--- config.mk ---
export PLATFORM = sky130hd
export DESIGN_NAME = keyboard_movement_decoder
export DESIGN_NICKNAME = d
export VERILOG_FILES = /design/src/rtl/keyboard_movement_decoder.sv
export SDC_FILE = /design/constraint.sdc
export NUM_CORES = 1
export LEC_CHECK = 0
export BUFFER_PORTS_ARGS = -buffer_cell sky130_fd_sc_hd__buf_4
export CAP_MARGIN = 20
export CORE_UTILIZATION = 45
export DETAILED_ROUTE_END_ITERATION = 7
export PLACE_DENSITY = 0.72
export SYNTH_ARGS = -nofsm -noshare
export SYNTH_HDL_FRONTEND = slang
export SYNTH_SLANG_ARGS = --single-unit
--- constraint.sdc ---
create_clock -name clock -period 5.4 [get_ports clock]
set_clock_uncertainty 0.2 [all_clocks]
set_input_delay 0 -clock clock [delete_from_list [all_inputs] [get_ports clock]]
set_output_delay 0 -clock clock [all_outputs]
set_load 0.05 [all_outputs]
--- src/rtl/keyboard_movement_decoder.sv ---
// keyboard_movement_decoder: PS/2 make/break decoder driving a registered one-hot movement vector
module keyboard_movement_decoder #(
    parameter int TIMEOUT_CYCLES = 1000000,
    parameter int CNT_W          = 20
) (
    input  logic       clock,
    input  logic       reset,
    input  logic [7:0] scancode,
    input  logic       scancode_valid,
    output logic       turn_right,
    output logic       turn_left,
    output logic       move_forward,
    output logic       move_backward,
    output logic       any_held
);
    localparam logic [1:0] IDLE = 2'd0, EXT = 2'd1, BRK = 2'd2, EXT_BRK = 2'd3;
    localparam logic [CNT_W-1:0] CNT_LAST = CNT_W'(TIMEOUT_CYCLES - 1);
    logic [1:0]       state, state_nxt, last, hit_idx;
    logic [CNT_W-1:0] cnt;
    logic [3:0]       ext_held, pln_held, ext_nxt, pln_nxt, held, held_nxt, hit, sel;
    logic             last_vld, last_vld_nxt, is_prefix, make, brk;
    // Direction bit order: 0 forward, 1 backward, 2 right, 3 left; state[0] = E0 seen, state[1] = F0 seen
    always_comb begin
        hit = state[0] ? {scancode == 8'h6B, scancode == 8'h74, scancode == 8'h72, scancode == 8'h75}
                       : {scancode == 8'h1C, scancode == 8'h23, scancode == 8'h1B, scancode == 8'h1D};
        hit_idx = {hit[3] | hit[2], hit[3] | hit[1]};
        is_prefix = scancode == 8'hE0 || scancode == 8'hF0;
        make = scancode_valid && !state[1] && |hit;
        brk = scancode_valid && state[1] && |hit;
        ext_nxt = make && state[0] ? ext_held | hit : brk && state[0] ? ext_held & ~hit : ext_held;
        pln_nxt = make && !state[0] ? pln_held | hit : brk && !state[0] ? pln_held & ~hit : pln_held;
        held = ext_held | pln_held;
        held_nxt = ext_nxt | pln_nxt;
        last_vld_nxt = make || (last_vld && held_nxt[last]);
        state_nxt = !scancode_valid ? (state != IDLE && cnt == CNT_LAST ? IDLE : state)
                  : state == IDLE ? (scancode == 8'hE0 ? EXT : scancode == 8'hF0 ? BRK : IDLE)
                  : state == EXT ? (scancode == 8'hF0 ? EXT_BRK : scancode == 8'hE0 ? EXT : IDLE)
                  : is_prefix ? state : IDLE;
        sel = last_vld && held[last] ? 4'b0001 << last
            : held[0] ? 4'b0001 : held[1] ? 4'b0010 : held[2] ? 4'b0100 : held[3] ? 4'b1000 : 4'b0000;
    end
    always_ff @(posedge clock or negedge reset) begin
        if (!reset) begin
            state <= IDLE;
            cnt <= '0;
            ext_held <= '0;
            pln_held <= '0;
            last <= '0;
            last_vld <= 1'b0;
            {turn_left, turn_right, move_backward, move_forward} <= 4'b0000;
            any_held <= 1'b0;
        end else begin
            state <= state_nxt;
            cnt <= scancode_valid || state == IDLE ? '0 : cnt + CNT_W'(1);
            ext_held <= ext_nxt;
            pln_held <= pln_nxt;
            last <= make ? hit_idx : last;
            last_vld <= last_vld_nxt;
            {turn_left, turn_right, move_backward, move_forward} <= sel;
            any_held <= |held;
        end
    end
endmodule

# After elaboration in Yosys (flattened, before gate mapping)
# Index checks and enable logic that the tools add are counted.
# W data, S select, Z words.
# classes
addsub	1
magnitude_cmp	1
n_eq_ne	13
shifts	1
mux	24
bitwise	9
reduce_logical	22
# op_table
op	n
$mux W4	10
$eq A8 B7 Y1 const B	4
$eq A8 B5 Y1 const B	3
$add A20 B1 Y20 const B	1
$eq A20 B20 Y1 const B	1
$mux W20	1
$eq A8 B8 Y1 const B	2
$mux W2	8
$or A4 B4 Y4	4
$logic_and A1 B1 Y1	11
$and A4 B4 Y4	2
$eq A8 B6 Y1 const B	1
$reduce_or A4 Y1	2
$bmux W1 S2	2
$ne A4 B2 Y1 const B	1
$not A4 Y4	1
$reduce_bool A2 Y1	2
$shl A1 B2 Y4 const A	1
$logic_or A1 B1 Y1	3
$lt A2 B3 Y1 const B	1
$mux W1	3
$eq A2 B1 Y1 const B	1
$logic_not A1 Y1	2
$logic_not A2 Y1	1
other kinds (2)	3
# word_totals
ff_bits	38
elab_cells	82

# Longest topological paths before layout
# logic_depth
depth_word	12
depth_mapped	7
ltp_nobuf	7

# Worst setup path after synthesis
# Ideal clock, no wire load.
# synth_path
kind	register to register
from	register state[0]
to	register last_vld
setup_ns	0.082
arrival_time_ns	1.639
required_time_ns	5.118
path_slack_ns	3.479
path_stages_with_launch	7
n_path_buf	0
cell_sequence	dfrtp_1 nor4b_2 o21ai_2 nor3_1 mux2i_1 o311ai_2 a22oi_2
# synth_between
elab_chain_len	11
word_cells_on_any_way	23
classes_between	7 x mux; 6 x bitwise; 10 x reduce/logical
# synth_rtl
item	line	text
from (decl)	18	logic [1:0] state, state_nxt, last, hit_idx;
from (signal assigned)	53	state <= state_nxt;
$mux W4	24	hit = state[0] ? {scancode == 8'h6B, scancode == 8'h74, scancode == 8'h72, scancode == 8'h75}
$reduce_or A4 Y1	28, 29	
$logic_and A1 B1 Y1	29	brk = scancode_valid && state[1] && |hit;
$logic_and A1 B1 Y1	31	pln_nxt = make && !state[0] ? pln_held | hit : brk && !state[0] ? pln_held & ~hit : pln_held;
$mux W4	31	
$mux W4 *	31	
via pln_nxt[0]	20	logic [3:0] ext_held, pln_held, ext_nxt, pln_nxt, held, held_nxt, hit, sel;
$or A4 B4 Y4 *	33	held_nxt = ext_nxt | pln_nxt;
$bmux W1 S2 *	34	last_vld_nxt = make || (last_vld && held_nxt[last]);
$mux W1 (implied by the code) *	34	
$logic_and A1 B1 Y1 *	34	
$logic_or A1 B1 Y1 *	34	
via last_vld_nxt	21	logic last_vld, last_vld_nxt, is_prefix, make, brk;
to (signal assigned)	58	last_vld <= last_vld_nxt;
to (decl)	21	
# Mark *: on every way through the listed nets, which the timed path passes. The rest lies on a longest branch. The select of a mux whose other input is x is not followed.
# A chain may end at the register's enable or synchronous reset.

# Worst setup path in the final report
# layout_path
from	input port scancode[7]
to	register last_vld
# layout_between
elab_chain_len	12
word_cells_on_any_way	30
classes_between	8 x eq/ne; 7 x mux; 6 x bitwise; 9 x reduce/logical
# layout_rtl
item	line	text
from (decl)	8	input logic [7:0] scancode,
$eq A8 B5 Y1, or another cell as far along	25	: {scancode == 8'h1C, scancode == 8'h23, scancode == 8'h1B, scancode == 8'h1D};
$mux W4 *	24	
$reduce_or A4 Y1	28, 29	
$logic_and A1 B1 Y1	29	
$logic_and A1 B1 Y1	30	ext_nxt = make && state[0] ? ext_held | hit : brk && state[0] ? ext_held & ~hit : ext_held;
$mux W4	30	
$mux W4 *	30	
via ext_nxt[2]	20	
$or A4 B4 Y4 *	33	
$bmux W1 S2 *	34	
$mux W1 (implied by the code) *	34	
$logic_and A1 B1 Y1 *	34	
$logic_or A1 B1 Y1 *	34	
via last_vld_nxt	21	
# Marks and branches as above.

==> flow_summary.toml <==
[pwr]
ir_worst_vdd_v = 0.000157
power_density_nw_per_um2 = 242
cellLeakagePower_nw = 1.02

[grt]
grt_pass1_vias = 1682
grt_max_degree = 39
grt_pass1_wl_um = 7310
antenna_found_initial = 0
grtUsageTotal_pct = 18.9
gr-total-overflow = 0

[setup_path]
crit_top_cell = "dlygate4sd3_1"
critPathRequiredTime_ns = 5.37
cp.arrival_ns = 2.94
path_cells = "dlygate4sd3_1 > buf_4 > nor3b_1 > dlygate4sd3_1 > nand3_1 > dlygate4sd3_1 > mux2i_1 > or3_1 > o311ai_2 > a22oi_2"
path_buf_inv = 4
critical-path-max-stage-delay_ns = 0.64
r2r_start = "state[0]"
r2r_setup_slack_ns = 2.66
r2r_cells = 6
critPathTopFamily = "buffers and inverters"
path_class = "in2reg"
cpMaxStageDelayCell = "dlygate4sd3_1"
cp-end-kind = "register"
cp-start-kind = "primary input"
r2r_end = "state[1]"
critPathMaxFanout = 4

[sta]
period_share_pct = 54.9
max_slew.worst_pin.slew_ns = 0.507
slew_headroom_pct = 66.2
tns_ns = 0
hold_viol_final = 0
fin_crit_ns = 2.97
final_max_slew_viol_count = 0
finalSetupViolCount = 0
rsz0062_at_grt = "false"
timing.fmax_ghz = 0.337

[final_layout]
diodes = 0
nets = 258
drive_gt1_share_pct = 16.7
post-route-cell-area_um2 = 2480
seqCellArea_um2 = 951
nFillCells = 378
syn2layout_area_growth_pct = 19.6
final_cells = 298
multiInputGateArea_um2 = 1050

[synth]
synth_area_um2 = 2070
ys_types = 53
synth_area_per_cell_um2 = 9.63
synth_edf_count = 0
async_reset_ff_share_pct = 100
synth_cells = 215
syn_nets = 227
ys_ff_latch = 38
yosys_warnings = 0
ys.flop_type = "dfrtp_1"
yosysSeqAreaShare_pct = 45.9

[route]
via_per_inst = 5.66
wirelength_um = 4210
vias = 1688
drt-initial-drc-count = 150
dr.pass1.iters = 4
postRouteAntennaNets = 0
wl_per_cell_um = 14.1
drc = 0

[clocking]
clk_pin_slew_ns = 0.08
insertion_delay_ns = 0.29
post_cts_resized = 0
cts_made_buffers = 5
clock_sinks = 38
root_buffer = "clkbuf_8"
clockBufferDepth = 2
post_cts_buffers = 0
cts_tree = "done"
htreeDepth = 2

[die]
core.rowCount = 24
fp.dieH_um = 69.8
pin_count = 16
start_util_pct = 47.2
fp.coreArea_um2 = 4380
die_area_um2 = 4870
fp.dieW_um = 69.8

[placement]
place_area_um2 = 2220
hpwl_um = 2790
io_buffers = 15
gp_congestion = 0.900
dpl.cell_count = 277

[run]
drv_cap = 0

[outcome]
outcome = "finished clean"

[worst_hold_path]
hold_path.class = "in2async"
-- worst register-to-register path: cells and delay by family (launching register included) --
kind                   cells  cell delay (ns)
AOI/OAI and AO/OA          3             0.40
buffers and inverters      2             0.80
DFF                        1             0.66
and+or+nand+nor            1             0.55
-- synthesized netlist by cell type (3+ instances only) --
library cell  instances  area (µm²)
nand4_1               7        43.8
and3_1                3        18.8
mux2i_1               5        50.1
dfrtp_1              38         951
o21ai_0               5        25.0
xnor2_1               6        52.6
inv_1                 9        33.8
nand3_1              12        60.1
o31ai_1               5        37.5
or3_1                 3        18.8
nand2_1              17        63.8
nor2_1               32         120
nor2b_1               4        25.0
xor2_1               12         105
nor4_1                3        18.8
nor3_1                7        35.0
clkbuf_1              4        15.0
-- repair_timing --
item | 4_1_cts | 5_1_grt
endpoints found under the setup margin | 0 | 0
endpoints found under the hold margin | 48 | 0
hold buffers | 14 | 0
-- how the worst max path moves through the flow --
stage / start / to / depth (start not counted)
global route: scancode[7] / last_vld / 10
detailed placement: state[0] / last_vld / 6
floorplan: state[0] / last_vld / 6
global placement: state[0] / last_vld / 6
CTS: scancode[7] / last_vld / 10
finish: scancode[7] / last_vld / 10
-- layout make-up --
| class | count | area share [%] |
|---|---|---|
| clock buffers | 6 | 3.34 |
| clock inverters | 1 | 1.21 |
| inverters | 9 | 1.36 |
| multi-input cells | 162 | 42.5 |
| flip-flops and latches | 38 | 38.4 |
| well taps | 52 | 2.63 |
| repair buffers | 30 | 10.5 |
-- per-stage QoR --
stage,setup WS (ns),util (%),hold WS (ns),power (mW)
detailed placement,3.21,50.7,-0.210,0.355
global route,2.29,56.5,0.0434,0.626
global placement,3.21,50.7,-0.208,0.355
finish,2.43,56.5,0.00148,0.600
CTS,2.51,56.5,0.00751,0.605
floorplan,3.48,-,-0.496,0.332
-- routing by layer --
layer	track usage (%)	up-vias	part of all wire, %
li1	-	825	-
met1	21.9	816	43
met2	31.9	36	50
met3	4.65	11	3.8
met4	10.2	0	2.7
met5	0	-	0
-- placed cells by master (no fill, tap or decap), drive strengths merged, types with 2 or more instances in the layout --
| cell | Yosys | layout |
|---|---|---|
| a21oi | 2 | 2 |
| a22oi | 2 | 2 |
| a31o | 2 | 2 |
| and3 | 5 | 5 |
| buf | 2 | 16 |
| clkbuf | 4 | 6 |
| dfrtp | 38 | 38 |
| dlygate4sd3 | 0 | 14 |
| inv | 9 | 9 |
| mux2i | 5 | 5 |
| nand2 | 17 | 17 |
| nand2b | 2 | 2 |
| nand3 | 12 | 12 |
| nand3b | 2 | 2 |
| nand4 | 7 | 7 |
| nor2 | 32 | 32 |
| nor2b | 4 | 4 |
| nor3 | 8 | 8 |
| nor3b | 2 | 2 |
| nor4 | 3 | 3 |
| nor4b | 2 | 2 |
| o21ai | 7 | 7 |
| o22ai | 2 | 2 |
| o31ai | 5 | 5 |
| o41ai | 2 | 2 |
| or3 | 3 | 3 |
| xnor2 | 6 | 6 |
| xor2 | 13 | 13 |
-- cells by family (layout without fill, tap and decap cells) --
| group | Yosys count | after routing | synth area share [%] |
|---|---|---|---|
| compound gates | 28 | 28 | 10.3 |
| xor+xnor | 19 | 19 | 8.40 |
| fa+ha+maj | 1 | 1 | 0.604 |
| buf+inv | 15 | 46 | 3.14 |
| flops | 38 | 38 | 45.9 |
| mux | 6 | 6 | 3.51 |
| simple gates | 108 | 108 | 28.1 |
-- state kept, by name, summed over array words and instances (netlist names) --
name / flops
cnt: 20
turn_left: 1
last_vld: 1
turn_right: 1
move_backward: 1
ext_held: 4
last: 2
move_forward: 1
any_held: 1
state: 2
pln_held: 4
-- power by group --
| part | leakage, nW | internal, mW | switching, mW |
|---|---|---|---|
| Sequential | 0.497 | 0.290 | 0.00621 |
| Combinational | 0.465 | 0.0272 | 0.0322 |
| Clock | 0.0573 | 0.148 | 0.0970 |
| Total | 1.02 | 0.465 | 0.135 |
Power figures use the tool's default switching activity.
